### src/rtl/noc_pkg.sv
// Shared constants for the NoC node adapter: flit layout defaults and the idle flit.
package noc_pkg;

   localparam int FLIT_W_DEF  = 17;
   localparam int N_NODES_DEF = 16;

   // Index of the valid flag in a flit of width w (always the MSB).
   function automatic int valid_idx(input int w);
      return w - 1;
   endfunction

   localparam int                    VALID_BIT = valid_idx(FLIT_W_DEF);
   localparam logic [FLIT_W_DEF-1:0] IDLE_FLIT = '0;

endpackage

### src/rtl/noc_port_fifo.sv
// Parametrised synchronous FIFO with occupancy count; head is visible on dout.
module noc_port_fifo #(
   parameter int W     = 17,
   parameter int DEPTH = 4
) (
   input  logic                   clk,
   input  logic                   rst,
   input  logic                   push,
   input  logic                   pop,
   input  logic [W-1:0]           din,
   output logic [W-1:0]           dout,
   output logic [$clog2(DEPTH):0] count
);

   localparam int AW = $clog2(DEPTH);
   localparam int CW = AW + 1;

   logic [W-1:0]  mem [DEPTH];
   logic [AW-1:0] wr_ptr;
   logic [AW-1:0] rd_ptr;
   logic          do_push;
   logic          do_pop;

   // A push into a full FIFO is legal only when the same edge frees a slot.
   assign do_pop  = pop && (count != '0);
   assign do_push = push && ((count < CW'(DEPTH)) || do_pop);
   assign dout    = mem[rd_ptr];

   // Storage array: written on push only.
   // NOTE: the data array is deliberately not reset; the count and pointers define validity, so stale contents are never observed.
   always_ff @(posedge clk) begin
      if (do_push) mem[wr_ptr] <= din;
   end

   // Pointers wrap naturally modulo DEPTH (power of 2); count tracks occupancy.
   // NOTE: sequential state uses non-blocking assignments so every flop samples pre-edge values.
   always_ff @(posedge clk or negedge rst) begin
      if (!rst) begin
         wr_ptr <= '0;
         rd_ptr <= '0;
         count  <= '0;
      end else begin
         if (do_push) wr_ptr <= wr_ptr + AW'(1);
         if (do_pop)  rd_ptr <= rd_ptr + AW'(1);
         if (do_push && !do_pop)      count <= count + CW'(1);
         else if (do_pop && !do_push) count <= count - CW'(1);
      end
   end

endmodule

### src/rtl/noc_node_adapter.sv
// Per-node injection/ejection buffering between clients and router local ports.
module noc_node_adapter
   import noc_pkg::*;
#(
   parameter int N_NODES = N_NODES_DEF,
   parameter int FLIT_W  = FLIT_W_DEF,
   parameter int DEPTH   = 4,
   parameter int CNT_W   = 16
) (
   input  logic                       clk,
   input  logic                       rst,
   input  logic [N_NODES*FLIT_W-1:0]  inj_data,
   input  logic [N_NODES-1:0]         inj_valid,
   output logic [N_NODES-1:0]         inj_ready,
   output logic [N_NODES*FLIT_W-1:0]  data_i,
   input  logic [N_NODES-1:0]         local_full,
   input  logic [N_NODES*FLIT_W-1:0]  data_o,
   output logic [N_NODES*FLIT_W-1:0]  ej_data,
   output logic [N_NODES-1:0]         ej_valid,
   input  logic [N_NODES-1:0]         ej_ready,
   output logic [N_NODES*CNT_W-1:0]   drop_cnt
);

   localparam int                CW    = $clog2(DEPTH) + 1;
   localparam int                VB    = valid_idx(FLIT_W);
   localparam logic [FLIT_W-1:0] VMASK = {1'b1, {(FLIT_W-1){1'b0}}};

   logic run_q;

   // Holds inj_ready low until the first clock edge after reset release.
   always_ff @(posedge clk or negedge rst) begin
      if (!rst) run_q <= 1'b0;
      else      run_q <= 1'b1;
   end

   for (genvar n = 0; n < N_NODES; n++) begin : g_node
      logic [FLIT_W-1:0] inj_head;
      logic [FLIT_W-1:0] ej_head;
      logic [FLIT_W-1:0] data_i_q;
      logic [CW-1:0]     inj_cnt;
      logic [CW-1:0]     ej_cnt;
      logic [CNT_W-1:0]  drop_q;
      logic              inj_push;
      logic              inj_pop;
      logic              ej_in_valid;
      logic              ej_full;
      logic              ej_pop;
      logic              ej_push;
      logic              ej_drop;

      assign inj_ready[n] = run_q && (inj_cnt < CW'(DEPTH));
      assign inj_push     = inj_valid[n] && inj_ready[n];
      assign inj_pop      = (inj_cnt != '0) && !local_full[n];

      assign ej_in_valid  = data_o[n*FLIT_W + VB];
      assign ej_full      = (ej_cnt == CW'(DEPTH));
      assign ej_pop       = ej_valid[n] && ej_ready[n];
      assign ej_push      = ej_in_valid && (!ej_full || ej_pop);
      assign ej_drop      = ej_in_valid && ej_full && !ej_pop;

      noc_port_fifo #(.W(FLIT_W), .DEPTH(DEPTH)) u_inj_fifo (
         .clk   (clk),
         .rst   (rst),
         .push  (inj_push),
         .pop   (inj_pop),
         .din   (inj_data[n*FLIT_W +: FLIT_W]),
         .dout  (inj_head),
         .count (inj_cnt)
      );

      noc_port_fifo #(.W(FLIT_W), .DEPTH(DEPTH)) u_ej_fifo (
         .clk   (clk),
         .rst   (rst),
         .push  (ej_push),
         .pop   (ej_pop),
         .din   (data_o[n*FLIT_W +: FLIT_W]),
         .dout  (ej_head),
         .count (ej_cnt)
      );

      // Router-facing output register: popped head with valid forced, else idle.
      always_ff @(posedge clk or negedge rst) begin
         if (!rst)         data_i_q <= FLIT_W'(IDLE_FLIT);
         else if (inj_pop) data_i_q <= inj_head | VMASK;
         else              data_i_q <= FLIT_W'(IDLE_FLIT);
      end

      // Saturating count of ejection flits lost to a full, non-draining FIFO.
      always_ff @(posedge clk or negedge rst) begin
         if (!rst)                          drop_q <= '0;
         else if (ej_drop && drop_q != '1)  drop_q <= drop_q + CNT_W'(1);
      end

      assign data_i[n*FLIT_W +: FLIT_W]  = data_i_q;
      assign ej_valid[n]                 = (ej_cnt != '0);
      assign ej_data[n*FLIT_W +: FLIT_W] = ej_head;
      assign drop_cnt[n*CNT_W +: CNT_W]  = drop_q;
   end

endmodule

### config.mk
export PLATFORM = sky130hd
export DESIGN_NAME = noc_node_adapter
export DESIGN_NICKNAME = d
export VERILOG_FILES = /design/src/rtl/noc_pkg.sv /design/src/rtl/noc_port_fifo.sv /design/src/rtl/noc_node_adapter.sv
export SDC_FILE = /design/constraint.sdc
export NUM_CORES = 2
export LEC_CHECK = 0
export ABC_AREA = 1
export BUFFER_PORTS_ARGS = -buffer_cell sky130_fd_sc_hd__buf_2
export CAP_MARGIN = 5
export CORE_AREA = 2 2 550 552
export CTS_CLUSTER_DIAMETER = 200
export CTS_CLUSTER_SIZE = 10
export DETAILED_ROUTE_END_ITERATION = 8
export DIE_AREA = 0 0 552 554
export GPL_TIMING_DRIVEN = 1
export PLACE_DENSITY = 0.59
export SYNTH_ARGS = -nofsm -noshare
export SYNTH_HDL_FRONTEND = slang
export SYNTH_SLANG_ARGS = --single-unit
export TNS_END_PERCENT = 30
### constraint.sdc
create_clock -name clk -period 5.7 [get_ports clk]
set_input_delay 1.14 -clock clk [delete_from_list [all_inputs] [get_ports clk]]
set_output_delay 1.14 -clock clk [all_outputs]
set_load 0.005 [all_outputs]
==> flow_summary_export.csv <==
group,metric,value,unit
route,vias,79000,
floorplanning,die-area,306000,um^2
power_and_ir_drop,p_per_area,503,nW/um^2
placed_design,port_buffers,1409,
clock_tree,path_clk_slew,0.06,ns
route,drt_pre_antenna_iters,6,
layout,stdcell_count,15500,
floorplanning,rows,201,
synth,synth_top_area_share,55.0,%
clock_tree,hold_buffers,0,
placed_design,place_congestion,0.891,
hold_path,worstHoldPathType,"in2async",
sta,period_minus_slack,4.48,ns
worst_setup_path,cp_max_fo,36,
clock_tree,insertion_delay,0.91,ns
worst_setup_path,crit_type,"reg2out",
power_and_ir_drop,ir_worst_vdd,0.307,mV
placed_design,dp.cells,14800,
floorplanning,start_util,38.5,%
route,wire_per_inst,21.9,um
sta,finClkSkew,0.0565,ns
status,status,"finished clean",
synth,yosys_warnings,0,
layout,final_common_cell,"edfxtp_1",
global_route,grt_pass1_vias,76000,
synth,synth_edf_count,2112,
route,drc,0,
synth,seq_area_frac_synth,71.3,%
clock_tree,clk_path_buf_depth,4,
sta,slew_headroom,17.8,%
synth,synth_area_leaders,"edfxtp_1 (55%), dfrtp_1 (16%), nor2_1 (6.9%)",
sta,tns,0,ns
power_and_ir_drop,finalPower,68.8,mW
sta,hold_viol,0,
sta,whs,0.302,ns
floorplanning,ioPinCount,1426,
clock_tree,numCtsBuffers,325,
layout,fin_util,45.7,%
clock_tree,h-tree-depth,5,
synth,synth_area,115000,um^2
route,finalWirelength,341000,um
global_route,grt_pass1_wl,496000,um
floorplanning,die_h,554,um
sta,finalSetupViolations,0,
global_route,grt_max_degree,132,
synth,synth_cell_types,34,
flow_run,maxCapViolCount,0,
clock_tree,root_buffer,"clkbuf_16",
worst_setup_path,worst_ep_arrival_time,3.34,ns
global_route,antenna_found_initial,226,
clock_tree,cts_tree,"yes",
layout,drive_gt1_share,18.6,%
worst_setup_path,critPathLaunchType,"flop",
route,antenna_left,0,
clock_tree,clock_sinks,2865,
floorplanning,die_w,552,um
sta,rsz0062_at_grt,"no",
layout,nNetsFinal,12000,
synth,avgSynthCellArea,11.9,um^2
global_route,grt-ovfl-total,0,
worst_setup_path,crit_required,4.56,ns
sta,period_share,78.6,%
sta,tightest_slew,1.23,ns
synth,synth_fp_nets,10500,
synth,synth_flop_cell,"edfxtp_1",
global_route,grt.total_usage,21.5,%
sta,fmax,223,MHz
clock_tree,ctsResizeCount,0,
worst_setup_path,end_kind,"primary output",
clock_tree,cts_setup_buffers,0,
layout,layout_common_cells,"edfxtp_1 (2112), nor2_1 (2070), buf_2 (1408)",
power_and_ir_drop,p_leak,53.2,nW
synth,synth.ff_latch_count,2865,
floorplanning,core,299000,um^2
route,drtIter0Drc,7061,
layout,syn2layout_area_growth,18.6,%
placed_design,hpwl,238000,um
route,vias_per_cell,5.08,
synth,postSynthCellCount,9700,
sta,slew_viol_final,0,
synth,yosys.area.top_type,"edfxtp_1",
synth,ys_async_sr_fraction,26.3,%
[final timing paths]
path	slack, ns	from	cells after the start	end
setup reg to reg	2.80	run_q	9	g_node[0].u_inj_fifo.count[1]
hold / removal	0.30	rst	1	g_node[3].drop_q[1]
max in group asynchronous	3.88	rst	3	g_node[7].drop_q[13]
hold reg to reg	0.50	g_node[1].u_inj_fifo.mem[3][7]	2	g_node[1].data_i_q[7]
min in group clk	0.43	inj_data[21]	1	g_node[1].u_inj_fifo.mem[1][4]
setup / recovery	1.22	g_node[11].u_ej_fifo.rd_ptr[0]	5	ej_data[197]
[cell type report]
type | count | area [um^2]
multi-input combinational | 5827 | 29100
clock buffer | 568 | 9040
tap | 3958 | 4950
timing repair buffer | 1532 | 8050
clock inverter | 28 | 637
fill | 26900 | 163000
inverter | 646 | 2430
antenna | 107 | 268
sequential | 2865 | 82300
[power breakdown]
group / internal, mW / switching (mW)
combinational: 6.79 / 13.4
clock: 10.8 / 8.42
sequential: 26.5 / 2.87
[synthesized netlist by cell type (14+ instances only)]
cell and instances:
nor2_1 2130, edfxtp_1 2112, o21ai_0 1137, nand2_1 1063
dfrtp_1 753, inv_1 619, a21oi_1 300, o22ai_1 272
clkbuf_1 205, ha_1 176, nand3_1 155, xor2_1 133
buf_2 113, nand4_1 95, xnor2_1 83, o21ai_1 72
o21ai_2 58, fa_1 32, mux2_2 32, inv_2 26
nor2_2 22, nand2_2 21, buf_6 20, buf_1 19
nor2_4 14
[kinds of logic after synthesis]
kind of cell,count (synthesis),share of synthesized area (%)
mux,32,0.313
xor+xnor,216,1.64
compound gates,1844,8.52
flops,2865,71.3
simple gates,3526,12.2
fa+ha+maj,208,2.47
buf+inv,1008,3.55
other cells,1,0.00325
[registers in the layout, summed over array words and instances, names as in the netlist]
signal and flops:
g_node.u_inj_fifo.count 48, g_node.drop_q 256, g_node.u_inj_fifo.rd_ptr 32, g_node.u_inj_fifo.wr_ptr 32, g_node.u_inj_fifo.mem 1024, g_node.u_ej_fifo.mem 1088, g_node.u_ej_fifo.count 48, g_node.u_ej_fifo.wr_ptr 32
g_node.data_i_q 272, run_q 1, g_node.u_ej_fifo.rd_ptr 32
[worst max-delay path: stages (launching register included)]
cell     delay, ns
dfrtp_1       0.36
buf_4         0.26
inv_1         0.92
o21ai_0       0.17
o22ai_1       0.51
buf_2         0.23
[per-stage QoR]
stage	instance area, um^2	setup slack, ns
final	137000	1.22
after global routing	137000	0.984
after CTS	136000	1.15
after detailed placement	127000	2.12
after global placement	127000	2.15
after floorplan	115000	2.95
[per-layer routing]
layer	global-route usage (%)	wire length, um
met5	0	985
met4	8.82	14900
met3	8.23	35900
met2	34.6	159000
met1	26.0	130000
Note: power is estimated with default switching activity, not from simulation.
